**src/rtl/mii_frame_capture_pkg.sv**
```systemverilog
`default_nettype none
// ============================================================================
// eth_pkg : shared types, constants and nibble-packing helper for MII capture
// Revision: 1.0
// ============================================================================
package eth_pkg;

  localparam int FRAME_ADDR_W = 9;

  localparam logic [7:0] PREAMBLE_BYTE = 8'h55;
  localparam logic [7:0] SFD_BYTE      = 8'hD5;

  typedef enum logic [2:0] {
    IDLE        = 3'd0,
    CAPTURE     = 3'd1,
    FLUSH       = 3'd2,
    CHECK       = 3'd3,
    WAIT_PARSER = 3'd4,
    DISCARD     = 3'd5
  } state_t;

  // Nibble idx lands in byte idx/2; the first nibble of a byte takes the upper half.
  function automatic logic [31:0] pack_nibble(input logic [31:0] word,
                                               input logic [2:0]  idx,
                                               input logic [3:0]  nib);
    logic [31:0] packed_w;
    packed_w = word;
    packed_w[{idx[2:1], ~idx[0], 2'b00} +: 4] = nib;
    return packed_w;
  endfunction

endpackage
`default_nettype wire

```
**src/rtl/mii_frame_capture_if.sv**
```systemverilog
`default_nettype none
// ============================================================================
// mii_frame_capture_if : MII receive, frame RAM write and parser handshake
// Revision: 1.0
// ============================================================================
interface mii_frame_capture_if #(
  parameter int ADDR_W = 9
);
  logic              rx_dv;
  logic              rx_er;
  logic [3:0]        rxd;
  logic              parser_done;
  logic              wr_ena;
  logic [ADDR_W-1:0] wr_addr;
  logic [31:0]       wr_data;
  logic              newpacket;
  logic [ADDR_W-1:0] last_addr;
  logic              busy;
  logic [15:0]       drop_count;

  modport master (
    input  rx_dv, rx_er, rxd, parser_done,
    output wr_ena, wr_addr, wr_data, newpacket, last_addr, busy, drop_count
  );

  modport slave (
    output rx_dv, rx_er, rxd, parser_done,
    input  wr_ena, wr_addr, wr_data, newpacket, last_addr, busy, drop_count
  );
endinterface
`default_nettype wire

```
**src/rtl/mii_frame_capture_packer.sv**
```systemverilog
`default_nettype none
// ============================================================================
// mii_nibble_packer : packs 8 MII nibbles into a 32-bit word, pulses word_valid
// Revision: 1.0
// ============================================================================
module mii_nibble_packer
  import eth_pkg::*;
(
  input  logic        clk,
  input  logic        rst,
  input  logic        clear_i,
  input  logic        nib_valid_i,
  input  logic [3:0]  nib_i,
  output logic [31:0] word_o,
  output logic        word_valid_o,
  output logic [2:0]  count_o
);

  logic [2:0]  cnt_q,   cnt_d;
  logic [31:0] word_q,  word_d;
  logic        valid_q, valid_d;

  always_comb begin
    cnt_d   = cnt_q;
    word_d  = word_q;
    valid_d = 1'b0;
    if (clear_i) begin
      cnt_d = 3'd0;
    end else if (nib_valid_i) begin
      // Nibble 0 starts from zero so a partial word has its unfilled nibbles cleared.
      word_d  = pack_nibble((cnt_q == 3'd0) ? 32'd0 : word_q, cnt_q, nib_i);
      cnt_d   = cnt_q + 3'd1;
      valid_d = (cnt_q == 3'd7);
    end
  end

  always_ff @(posedge clk) begin
    if (rst) begin
      cnt_q   <= 3'd0;
      word_q  <= 32'd0;
      valid_q <= 1'b0;
    end else begin
      cnt_q   <= cnt_d;
      word_q  <= word_d;
      valid_q <= valid_d;
    end
  end

  assign word_o       = word_q;
  assign word_valid_o = valid_q;
  assign count_o      = cnt_q;

endmodule
`default_nettype wire

```
**src/rtl/mii_frame_capture.sv**
```systemverilog
`default_nettype none
// ============================================================================
// mii_frame_capture : captures MII frames into frame RAM and hands them to parser
// Revision: 1.0
// ============================================================================
module mii_frame_capture
  import eth_pkg::*;
#(
  parameter int ADDR_W    = FRAME_ADDR_W,
  parameter int MAX_WORDS = 512,
  parameter int MIN_WORDS = 16
) (
  input logic                 clk,
  input logic                 rst,
  mii_frame_capture_if.master bus
);

  localparam int CNT_W = $clog2(MAX_WORDS + 1);

  state_t            state_q, state_d;
  logic              rx_dv_q;
  logic              armed_q;
  logic [CNT_W-1:0]  words_q, words_d;
  logic [ADDR_W-1:0] last_addr_q, last_addr_d;
  logic [15:0]       drop_q, drop_d;

  logic              w_rise, w_store, w_clear, w_full, w_drop, w_notify, w_wr_ena;
  logic [31:0]       w_word;
  logic              w_word_valid;
  logic [2:0]        w_count;

  // armed_q blocks a capture until rx_dv has been seen low after reset.
  assign w_rise   = bus.rx_dv & ~rx_dv_q & armed_q;
  assign w_wr_ena = w_word_valid | (state_q == FLUSH);
  assign w_full   = (words_q + CNT_W'(w_word_valid)) >= CNT_W'(MAX_WORDS);
  assign w_clear  = (state_q != IDLE) && (state_q != CAPTURE);

  mii_nibble_packer u_packer (
    .clk          (clk),
    .rst          (rst),
    .clear_i      (w_clear),
    .nib_valid_i  (w_store),
    .nib_i        (bus.rxd),
    .word_o       (w_word),
    .word_valid_o (w_word_valid),
    .count_o      (w_count)
  );

  always_comb begin
    state_d     = state_q;
    words_d     = w_wr_ena ? words_q + CNT_W'(1) : words_q;
    last_addr_d = last_addr_q;
    w_store     = 1'b0;
    w_drop      = 1'b0;
    w_notify    = 1'b0;
    case (state_q)
      IDLE: begin
        if (w_rise) begin
          state_d = CAPTURE;
          words_d = '0;
          w_store = 1'b1;
        end
      end
      CAPTURE: begin
        if (bus.rx_dv) begin
          if (bus.rx_er || w_full) begin
            state_d = DISCARD;
            w_drop  = 1'b1;
          end else begin
            w_store = 1'b1;
          end
        end else if (w_count != 3'd0) begin
          state_d = FLUSH;
        end else begin
          state_d = CHECK;
        end
      end
      FLUSH: state_d = CHECK;
      CHECK: begin
        if (words_q < CNT_W'(MIN_WORDS)) begin
          state_d = IDLE;
          w_drop  = 1'b1;
        end else begin
          state_d     = WAIT_PARSER;
          w_notify    = 1'b1;
          last_addr_d = ADDR_W'(words_q - CNT_W'(1));
        end
      end
      WAIT_PARSER: begin
        w_drop = w_rise;
        if (bus.parser_done) state_d = IDLE;
      end
      DISCARD: begin
        if (!bus.rx_dv) state_d = IDLE;
      end
      default: state_d = IDLE;
    endcase
    drop_d = (w_drop && (drop_q != 16'hFFFF)) ? drop_q + 16'd1 : drop_q;
  end

  always_ff @(posedge clk) begin
    if (rst) begin
      state_q     <= IDLE;
      rx_dv_q     <= 1'b0;
      armed_q     <= 1'b0;
      words_q     <= '0;
      last_addr_q <= '0;
      drop_q      <= 16'd0;
    end else begin
      state_q     <= state_d;
      rx_dv_q     <= bus.rx_dv;
      armed_q     <= armed_q | ~bus.rx_dv;
      words_q     <= words_d;
      last_addr_q <= last_addr_d;
      drop_q      <= drop_d;
    end
  end

  assign bus.wr_ena     = w_wr_ena;
  assign bus.wr_addr    = ADDR_W'(words_q);
  assign bus.wr_data    = w_word;
  assign bus.newpacket  = w_notify;
  assign bus.last_addr  = w_notify ? last_addr_d : last_addr_q;
  assign bus.busy       = (state_q != IDLE);
  assign bus.drop_count = drop_q;

endmodule
`default_nettype wire

```
**src/flat_wrapper.sv**
```systemverilog
// flat-port wrapper written by rule: the top's interface ports become plain ports
module mii_frame_capture_flat import eth_pkg::*;
#(
  parameter int ADDR_W    = FRAME_ADDR_W,
  parameter int MAX_WORDS = 512,
  parameter int MIN_WORDS = 16
)
  (clk, rst, bus_rx_dv, bus_rx_er, bus_rxd, bus_parser_done, bus_wr_ena, bus_wr_addr, bus_wr_data, bus_newpacket, bus_last_addr, bus_busy, bus_drop_count);
  mii_frame_capture_if #(.ADDR_W(ADDR_W)) bus_i ();
  input logic clk;
  input logic rst;
  input wire logic [$bits(bus_i.rx_dv)-1:0] bus_rx_dv;
  input wire logic [$bits(bus_i.rx_er)-1:0] bus_rx_er;
  input wire logic [$bits(bus_i.rxd)-1:0] bus_rxd;
  input wire logic [$bits(bus_i.parser_done)-1:0] bus_parser_done;
  output wire logic [$bits(bus_i.wr_ena)-1:0] bus_wr_ena;
  output wire logic [$bits(bus_i.wr_addr)-1:0] bus_wr_addr;
  output wire logic [$bits(bus_i.wr_data)-1:0] bus_wr_data;
  output wire logic [$bits(bus_i.newpacket)-1:0] bus_newpacket;
  output wire logic [$bits(bus_i.last_addr)-1:0] bus_last_addr;
  output wire logic [$bits(bus_i.busy)-1:0] bus_busy;
  output wire logic [$bits(bus_i.drop_count)-1:0] bus_drop_count;
  assign bus_i.rx_dv = bus_rx_dv;
  assign bus_i.rx_er = bus_rx_er;
  assign bus_i.rxd = bus_rxd;
  assign bus_i.parser_done = bus_parser_done;
  assign bus_wr_ena = bus_i.wr_ena;
  assign bus_wr_addr = bus_i.wr_addr;
  assign bus_wr_data = bus_i.wr_data;
  assign bus_newpacket = bus_i.newpacket;
  assign bus_last_addr = bus_i.last_addr;
  assign bus_busy = bus_i.busy;
  assign bus_drop_count = bus_i.drop_count;
  mii_frame_capture #(.ADDR_W(ADDR_W), .MAX_WORDS(MAX_WORDS), .MIN_WORDS(MIN_WORDS)) u_core (.clk(clk), .rst(rst), .bus(bus_i));
endmodule
```
**config.mk**
```make
export PLATFORM = sky130hd
export DESIGN_NAME = mii_frame_capture_flat
export DESIGN_NICKNAME = d
export VERILOG_FILES = /design/src/rtl/mii_frame_capture_pkg.sv /design/src/rtl/mii_frame_capture_if.sv /design/src/rtl/mii_frame_capture_packer.sv /design/src/rtl/mii_frame_capture.sv /design/src/flat_wrapper.sv
export SDC_FILE = /design/constraint.sdc
export NUM_CORES = 1
export LEC_CHECK = 0
export ABC_AREA = 1
export CORE_ASPECT_RATIO = 0.8
export CORE_MARGIN = 1.5
export CORE_UTILIZATION = 53
export CTS_BUF_LIST = sky130_fd_sc_hd__clkbuf_8
export DETAILED_ROUTE_END_ITERATION = 8
export HOLD_SLACK_MARGIN = 0.02
export PLACE_DENSITY = 0.82
export SLEW_MARGIN = 40
export SYNTH_ARGS = -nofsm -noshare
export SYNTH_HDL_FRONTEND = slang
export SYNTH_SLANG_ARGS = --single-unit
```
**constraint.sdc**
```tcl
create_clock -name clk -period 1.95 [get_ports clk]
set_input_delay 0.39 -clock clk [delete_from_list [all_inputs] [get_ports clk]]
set_output_delay 0.39 -clock clk [all_outputs]
set_load 0.1 [all_outputs]
```
==> results of run 1 <==
## synthesized netlist by cell type, types with 2 or more instances
cell	number	area share
a211oi_1	3	0.0058
a21oi_1	65	0.083
a31oi_1	2	0.0032
buf_1	2	0.0019
buf_2	4	0.0051
buf_4	10	0.019
buf_6	4	0.012
clkbuf_1	5	0.0048
dfxtp_1	76	0.39
ha_1	9	0.029
inv_1	60	0.058
inv_2	2	0.0019
nand2_1	120	0.12
nand2_2	3	0.0048
nand2_4	2	0.0058
nand3_1	68	0.087
nand4_1	7	0.011
nand4_2	2	0.0064
nor2_1	57	0.055
nor2_2	2	0.0032
nor3_1	10	0.013
o21ai_0	15	0.019
or2_2	3	0.0048
xnor2_1	8	0.018
xor2_1	11	0.025
## layer usage
metal  track usage  routed length (um)  vias up
li1              -                   -     2039
met1         0.330                4670     1957
met2         0.480                5410      172
met3        0.0560                 685       29
met4        0.0957                 257        0
met5             0                   0        -
## layout make-up
class | instances | area, sq um
flip-flops and latches | 76 | 1570
multi-input cells | 394 | 2210
clock inverters | 7 | 60.1
inverters | 63 | 244
well taps | 87 | 109
fillers | 452 | 1370
clock buffers | 9 | 124
repair buffers | 131 | 1310
## worst max path at each step
stage               slack [ns]                    endpoint  cells after the start
floorplan                -0.05            bus_last_addr[7]                      9
global placement         -0.07  u_core.u_packer.word_o[18]                     11
detailed placement       -0.15  u_core.u_packer.word_o[23]                     11
CTS                      -0.30            bus_last_addr[7]                      8
global route             -0.35            bus_last_addr[7]                      9
finish                   -0.30            bus_last_addr[7]                      9
## worst max-delay path: stages (launching register included)
cell and delay (ns):
dfxtp_4 0.36, nor2_4 0.10, nand4_1 0.16, or2_4 0.30
nor2_2 0.11, nand2_1 0.08, nand2_2 0.08, nor2_4 0.04
nor2_4 0.10, buf_12 0.18
## registers in the layout (all words and copies together), names as in the netlist
name and count:
u_core.armed_q 1, u_core.bus.drop_count 16, u_core.last_addr_q 9, u_core.rx_dv_q 1, u_core.state_q 3, u_core.u_packer.count_o 3, u_core.u_packer.word_o 32, u_core.u_packer.word_valid_o 1
u_core.words_q 10
## cells by family (layout without fill, tap and decap cells)
family | after synthesis | count (layout)
AOI/OAI and AO/OA | 87 | 87
xor gates and xnor gates | 19 | 19
adders and majority gates | 9 | 9
buffers and inverters | 88 | 210
DFF | 76 | 76
and+or+nand+nor | 279 | 279
## power by group through the flow
| stage | sequential (mW) | clock (mW) | combinational (mW) |
|---|---|---|---|
| finish | 1.60 | 1.15 | 0.766 |
| global route | 1.61 | 1.23 | 0.817 |
| CTS | 1.60 | 1.17 | 0.726 |
| detailed placement | 1.64 | 0 | 0.707 |
| global placement | 1.64 | 0 | 0.689 |
| floorplan | 1.78 | 0 | 0.355 |
## metrics by stage
stage | setup slack (ns) | instances
finish | -0.305 | 767
global route | -0.348 | 767
CTS | -0.295 | 762
floorplan | -0.0549 | 558
global placement | -0.0671 | 739
detailed placement | -0.154 | 739
## what timing repair did
| action | in CTS | in global routing |
|---|---|---|
| pin swaps | 11 | 5 |
| gates resized for setup | 35 | 28 |
| setup buffers | 7 | 5 |
| endpoints found under the setup margin | 10 | 38 |
==> metrics.md, run 1 <==
| Metric | Value |
|---|---|
| Total CTS buffers | `9` |
| Area Overhead vs Synth | `44.3%` |
| Mapped Cells | `558` |
| Worst rel slew slack | `0.594` |
| Crit Path Category | `reg2out` |
| Clock Skews | `0.00834 ns` |
| Fin crit period | `2.25 ns` |
| ANT cells | `0` |
| Crit path from | `u_core.words_q[1]` |
| Sw Pwr | `1.14 mW` |
| Std cell rows | `27` |
| Layout cells sized above 1 | `0.341` |
| Clock network fraction of total power | `0.327` |
| Yosys Warn Count | `0` |
| Crit path launch type | `register` |
| Worst-path fanout max | `4` |
| Die Y | `79.7 um` |
| Final non-filler cell area | `0.00563 sq mm` |
| WHS Endpoint | `u_core.u_packer.word_o[26]` |
| Die W | `98.9 um` |
| Max VDD drop | `594 uV` |
| Most used flip-flop cell after synthesis | `dfxtp_1` |
| FMAX | `444 MHz` |
| Commonest non-fill, non-tap cell in the layout | `nand2_1` |
| GRT Util Overall | `0.272` |
| Number of global-route vias before repair | `3,850` |
| HP Start | `u_core.u_packer.word_o[26]` |
| Initial Utilization | `0.557` |
| Final setup viols | `10` |
| PD cells | `626 mW/mm^2` |
| Total power | `3.52 mW` |
| #FFs+latches synth | `76` |
| Nets@finish | `693` |
| Post-DP Area | `0.00517 sq mm` |
| Simple logic cell fraction of the synthesized area | `0.319` |
| Synth Cell Area | `0.00390 sq mm` |
| H-tree Lvls | `3` |
| Skew-Pair Late Insertion Delay | `0.35 ns` |
| Seq/Total Area, Yosys | `0.390` |
| Clock Tree Buf Depth | `2` |
| Most frequent cells in the layout | `108 x nand2_1, 97 x buf_4, 66 x nand3_1` |
| CTS tree | `done` |
| GP Congestion | `0.917` |
| Synth Area in Compound Gates | `0.116` |
| CTS hold repair buffers | `0` |
| First-pass GRT wire length | `17.2 mm` |
| Reg-to-Reg End | `u_core.u_packer.word_o[22]` |
| Switching share of power | `0.323` |
| Port-buffer cells | `77` |
| Mean Syn Cell Area | `6.98 sq um` |
| Pre-Repair DR Iteration Count | `7` |
| Synth Area in Adders | `0.0289` |
| CP endpoint kind | `primary output` |
| Gate power share | `0.218` |
| Final setup margin | `-0.305 ns` |
| Tightest Pin Transition | `0.602 ns` |
| Clock root cell | `clkbuf_8` |
| Hold slack | `0.467 ns` |
| Io pins | `78` |
| GRT Residual Overflow | `0` |
| Status | `finished with violations` |
| Post-layout util | `0.804` |
| Wire per inst | `14.4 um` |
| Die Footprint | `0.00788 sq mm` |
| Routed vias | `4,197` |
| Clock net sink count | `76` |
| Max Cap Viol | `0` |
| R2R Path Start | `u_core.u_packer.count_o[0]` |
| Synth Area in XOR/XNOR | `0.0427` |
| Vias per inst | `5.47` |
| Drt drc | `4` |
| Slew Viols, Final | `0` |
| Leakage | `2.42 nW` |
| Largest family of logic cells by synthesized area | `simple AND/OR/NAND/NOR gates` |
| RSZ-0062 raised after global routing | `yes` |
| Tcrit/Tclk final | `1.16` |
| Data required time at the worst endpoint | `1.56 ns` |
| Initial antenna violation count | `0` |
| Internal power | `2.39 mW` |
| WHS Path Cells | `2` |
| Final Hold Viols | `0` |
| Largest net degree at the start of global routing | `29` |
| Post-route ant nets | `0` |
| Arrival time worst endpoint | `1.86 ns` |
| Number of synthesized flops with an enable pin | `0` |
| Dpl hpwl | `7.60 mm` |
| Asr flop ratio synth | `0` |
| Synth unique cells | `33` |
| Mux cell area share after synthesis | `0` |
| Setup TNS | `-2.13 ns` |
| Syn_nets | `576` |
| CORE AREA | `0.00699 sq mm` |
| Reg2reg path depth | `8` |
| Failing checks | `DRC, setup timing` |
| Final WL | `11.0 mm` |
| DRT iter0 DRCs | `299` |
| Sequential fraction of design power | `0.456` |
| Worst R2R Setup Slack | `0.10 ns` |
| Worst hold path type | `reg2reg` |
| Clock transition at path regs | `0.08 ns` |
(Power assumes the default switching activity.)
==> run 2: changes to the inputs <==
--- a/config.mk
+++ b/config.mk
@@ -17,3 +17,4 @@
 export SYNTH_ARGS = -nofsm -noshare
 export SYNTH_HDL_FRONTEND = slang
 export SYNTH_SLANG_ARGS = --single-unit
+export TNS_END_PERCENT = 5
==> metrics.md, run 2 (synthesized netlist as in run 1, its figures left out) <==
| Metric | Value |
|---|---|
| Status | `finished with violations` |
| Failing checks | `DRC, setup timing` |
| Skew-Pair Late Insertion Delay | `0.35 ns` |
| GRT Util Overall | `0.278` |
| First-pass GRT wire length | `17.7 mm` |
| Hold slack | `0.470 ns` |
| Internal power | `2.38 mW` |
| Routed vias | `4,239` |
| Vias per inst | `5.56` |
| RSZ-0062 raised after global routing | `yes` |
| FMAX | `451 MHz` |
| Die Footprint | `0.00788 sq mm` |
| Pre-Repair DR Iteration Count | `7` |
| CTS hold repair buffers | `0` |
| Max Cap Viol | `0` |
| Max VDD drop | `669 uV` |
| CTS tree | `done` |
| Total CTS buffers | `9` |
| Io pins | `78` |
| PD cells | `620 mW/mm^2` |
| Data required time at the worst endpoint | `1.56 ns` |
| Wire per inst | `14.8 um` |
| Gate power share | `0.215` |
| H-tree Lvls | `3` |
| Max FFs per register | `32` |
| Final setup viols | `10` |
| Worst-path fanout max | `4` |
| Post-route ant nets | `0` |
| Dpl hpwl | `7.64 mm` |
| Layout fillers | `416` |
| Worst hold path type | `reg2reg` |
| Largest net degree at the start of global routing | `30` |
| Post-layout util | `0.809` |
| ANT cells | `0` |
| Nets@finish | `690` |
| Switching share of power | `0.321` |
| Crit path launch type | `register` |
| Clock transition at path regs | `0.08 ns` |
| Initial antenna violation count | `0` |
| Final WL | `11.3 mm` |
| Clock root cell | `clkbuf_8` |
| Most frequent cells in the layout | `108 x nand2_1, 89 x buf_4, 66 x nand3_1` |
| Number of global-route vias before repair | `3,893` |
| Slew Viols, Final | `0` |
| Final Hold Viols | `0` |
| DRT iter0 DRCs | `202` |
| Setup TNS | `-2.21 ns` |
| Tightest Pin Transition | `0.595 ns` |
| Post-DP Area | `0.00518 sq mm` |
| GRT Residual Overflow | `0` |
| Commonest non-fill, non-tap cell in the layout | `nand2_1` |
| Drt drc | `5` |
| Area Overhead vs Synth | `45.1%` |
| Clock Skews | `0.0110 ns` |
| Final setup margin | `-0.270 ns` |
| CORE AREA | `0.00699 sq mm` |
| Std cell rows | `27` |
| Clock Tree Buf Depth | `2` |
| Clock net sink count | `76` |
| Sequential fraction of design power | `0.459` |
| Arrival time worst endpoint | `1.83 ns` |
| Clock network fraction of total power | `0.326` |
| Worst rel slew slack | `0.599` |
| Fin crit period | `2.22 ns` |
| CP endpoint kind | `primary output` |
| Leakage | `2.43 nW` |
| Tcrit/Tclk final | `1.14` |
| Register area | `0.00156 sq mm` |
| Multi-input gate area | `0.00221 sq mm` |
| Initial Utilization | `0.557` |
| Port-buffer cells | `77` |
| Crit Path Category | `reg2out` |
| Sw Pwr | `1.12 mW` |
| Layout cells sized above 1 | `0.330` |
| Final non-filler cell area | `0.00566 sq mm` |
| Die W | `98.9 um` |
| Die Y | `79.7 um` |
| GP Congestion | `0.968` |
-- run 2: changes by cell type in the layout (fill, tap and decap cells not counted), moves of 2 or more --
cell | before | now
dfxtp_4 | 6 | 3
inv_1 | 54 | 52
buf_12 | 24 | 28
o21ai_4 | 1 | 3
buf_4 | 97 | 89
dfxtp_2 | 20 | 18
o21ai_2 | 4 | 2
dfxtp_1 | 50 | 55
-- run 2: worst max-delay path, cell delays in order, from the launching register on --
cell and delay (ns):
dfxtp_4 0.37, nor2_4 0.09, nand4_1 0.16, or2_4 0.31, nor2_2 0.08, nand2_1 0.06
nand2_2 0.08, nor2_4 0.05, nor2_4 0.10, buf_12 0.18
-- run 2: final timing paths --
path / to / slack (ns) / cells past startpoint / startpoint
max reg2reg: u_core.u_packer.word_o[10] / 0 / 9 / u_core.u_packer.count_o[1]
min: u_core.u_packer.word_o[26] / 0.47 / 2 / u_core.u_packer.word_o[26]
min reg2reg: u_core.u_packer.word_o[26] / 0.47 / 2 / u_core.u_packer.word_o[26]
max: bus_last_addr[7] / -0.27 / 9 / u_core.words_q[1]
-- run 2: cell type report --
cell class,instances,share of cell area
sequential,76,0.275
clock inverter,5,0.00973
inverter,63,0.0431
timing repair buffer,128,0.240
multi-input combinational,394,0.391
clock buffer,9,0.0219
tap,87,0.0192
-- run 2: power by group through the flow --
| stage | Clock, mW | Combinational [mW] | Sequential, mW |
|---|---|---|---|
| 2_1_floorplan | 0 | 0.349 | 1.78 |
| 3_3_place_gp | 0 | 0.680 | 1.64 |
| 3_5_place_dp | 0 | 0.694 | 1.64 |
| 4_1_cts | 1.15 | 0.708 | 1.61 |
| 5_1_grt | 1.21 | 0.806 | 1.61 |
| 6_report | 1.14 | 0.755 | 1.61 |
-- run 2: what timing repair did --
action,in CTS,in global routing
pin swaps,6,10
endpoints found under the setup margin,10,46
gates resized for setup,38,31
gates cloned,1,0
setup buffers,4,4
-- run 2: layer usage --
layer,vias up,GRT usage,wire length (um)
met3,19,0.0569,679
met4,0,0.0886,160
met2,154,0.477,5540
met5,-,0,0
li1,2031,-,-
met1,2035,0.353,4890
-- run 2: metrics by stage --
step           setup slack (ns)  std cells  power [mW]
2_1_floorplan            -0.111        558        2.13
3_3_place_gp             -0.108        739        2.32
3_5_place_dp             -0.154        739        2.33
4_1_cts                  -0.228        758        3.46
5_1_grt                  -0.317        762        3.62
6_report                 -0.270        762        3.51
==> run 3: changes to the inputs <==
--- a/config.mk
+++ b/config.mk
@@ -7,7 +7,6 @@
 export LEC_CHECK = 0
 export ABC_AREA = 1
 export CORE_ASPECT_RATIO = 0.8
-export CORE_MARGIN = 1.5
 export CORE_UTILIZATION = 53
 export CTS_BUF_LIST = sky130_fd_sc_hd__clkbuf_8
 export DETAILED_ROUTE_END_ITERATION = 8
==> metrics.md, run 3 (synthesized netlist as in run 1, its figures left out) <==
| Metric | Value |
|---|---|
| Status | `finished with violations` |
| Failing checks | `DRC, setup timing` |
| Crit-path cells | `nor2_4 > nand4_1 > or2_4 > nor2_2 > nand2_1 > nand2_2 > nor2_4 > nor2_4 > buf_12` |
| GRT Util Overall | `0.277` |
| Reg-to-Reg End | `u_core.u_packer.word_o[10]` |
| Reg2reg path depth | `8` |
| Clock net sink count | `76` |
| WHS Path Cells | `2` |
| CTS hold repair buffers | `0` |
| Multi-input gate area | `0.00216 sq mm` |
| Vias per inst | `5.45` |
| Post-route ant nets | `0` |
| Max VDD drop | `514 uV` |
| Commonest non-fill, non-tap cell in the layout | `nand2_1` |
| Clock Tree Buf Depth | `2` |
| Crit-path slowest cell | `dfxtp_1` |
| CTS tree | `done` |
| ANT cells | `0` |
| H-tree Lvls | `3` |
| Port-buffer cells | `77` |
| Final setup viols | `10` |
| Crit path launch type | `register` |
| Slew Viols, Final | `0` |
| Die Y | `78.7 um` |
| Worst-path fanout max | `3` |
| Clock root cell | `clkbuf_8` |
| Max Cap Viol | `0` |
| PD cells | `641 mW/mm^2` |
| Clock transition at path regs | `0.08 ns` |
| WHS Endpoint | `u_core.u_packer.word_o[21]` |
| RSZ-0062 raised after global routing | `yes` |
| Crit Path Category | `reg2out` |
| Layout cells sized above 1 | `0.312` |
| Clock Skews | `0.00826 ns` |
| Final setup margin | `-0.272 ns` |
| Most frequent cells in the layout | `113 x nand2_1, 87 x buf_4, 66 x nand3_1` |
| Final Hold Viols | `0` |
| Die W | `97.9 um` |
| Nets@finish | `686` |
| FMAX | `450 MHz` |
| M2 GR Usage | `0.476` |
| Layout fillers | `488` |
| Crit path from | `u_core.words_q[2]` |
| GP Congestion | `0.923` |
| Drt drc | `6` |
| Met3 GRT Util | `0.0449` |
| Worst rel slew slack | `0.638` |
| Max FFs per register | `32` |
| Register area | `0.00156 sq mm` |
| Die Footprint | `0.00770 sq mm` |
| CORE AREA | `0.00699 sq mm` |
| Number of global-route vias before repair | `3,726` |
| Initial Utilization | `0.557` |
| DRT iter0 DRCs | `275` |
| Post-layout util | `0.797` |
| Arrival time worst endpoint | `1.83 ns` |
| Met1 Usage GRT | `0.361` |
| Worst R2R Setup Slack | `0 ns` |
| CP endpoint kind | `primary output` |
| Area Overhead vs Synth | `42.9%` |
| Tightest Pin Transition | `0.537 ns` |
| Total CTS buffers | `9` |
| Final WL | `10.7 mm` |
| Fin crit period | `2.22 ns` |
| Most Crowded Layer GR | `met2` |
| Routed vias | `4,145` |
| Pre-Repair DR Iteration Count | `7` |
| Skew-Pair Late Insertion Delay | `0.35 ns` |
| Std cell rows | `27` |
| First-pass GRT wire length | `17.4 mm` |
| CP max stage delay | `0.34 ns` |
| HP Start | `u_core.u_packer.word_o[21]` |
| Tcrit/Tclk final | `1.14` |
| Wire per inst | `14.1 um` |
| Total power | `3.57 mW` |
| Dpl hpwl | `7.56 mm` |
| Worst hold path type | `reg2reg` |
| CP most frequent cell | `nor2_4` |
| Initial antenna violation count | `0` |
| Leakage | `2.39 nW` |
| Largest net degree at the start of global routing | `30` |
| Io pins | `78` |
| GRT Residual Overflow | `0` |
| Data required time at the worst endpoint | `1.56 ns` |
| R2R Path Start | `u_core.u_packer.count_o[0]` |
==> run 3: cell types whose count changed in the layout (fill, tap and decap cells not counted), sizes merged <==
cell / previous run / this run
clkinv: 3 / 4
clkbuf: 9 / 11
clkinvlp: 2 / 1
bufbuf: 1 / 0
buf: 120 / 116
inv: 62 / 63
==> run 3: layout make-up <==
class	instances	area share
clock inverter	6	0.0112
clock buffer	10	0.0247
multi-input combinational	394	0.387
tap	87	0.0195
sequential	76	0.279
timing repair buffer	124	0.234
inverter	63	0.0438
==> run 3: critical path: cells and delay by family, from the launching register on <==
| family | cells | cell delay [ns] |
|---|---|---|
| and+or+nand+nor | 8 | 0.97 |
| buffers and inverters | 1 | 0.18 |
| DFF | 1 | 0.34 |
==> run 3: timing repair <==
item	4_1_cts	5_1_grt
gates resized for setup	32	22
setup buffers	4	1
setup endpoints to repair	14	61
cloned	0	1
pin swaps	4	12
==> run 3: metrics by stage <==
stage,cells,setup TNS [ns],hold WS [ns],instance area (sq um),setup slack [ns]
after floorplan,558,-1.35,0.450,4000,-0.111
after global placement,738,-1.46,0.455,5160,-0.0714
after detailed placement,738,-5.09,0.452,5160,-0.125
after CTS,758,-2.14,0.466,5470,-0.268
after global routing,760,-3.65,0.474,5570,-0.349
final,760,-2.06,0.466,5570,-0.272
==> run 3: per-layer routing <==
metal / vias up / wire length [um] / part of all wire
met1: 1924 / 4580 / 0.43
li1: 2024 / - / -
met4: 0 / 146 / 0.014
met2: 180 / 5280 / 0.49
met5: - / 0 / 0
met3: 17 / 728 / 0.068
==> run 3: how the worst max path moves through the flow <==
| stage | endpoint | slack (ns) | cells past startpoint |
|---|---|---|---|
| after floorplan | u_core.bus.drop_count[0] | -0.11 | 6 |
| after CTS | bus_last_addr[7] | -0.27 | 8 |
| final | bus_last_addr[7] | -0.27 | 9 |
| after detailed placement | bus_last_addr[1] | -0.12 | 10 |
| after global routing | bus_last_addr[7] | -0.35 | 9 |
| after global placement | bus_last_addr[1] | -0.07 | 10 |
==> run 3: power by group <==
part           total (mW)  internal, mW  switching (mW)
combinational       0.741         0.221           0.520
clock                1.22         0.625           0.599
sequential           1.61          1.58          0.0254
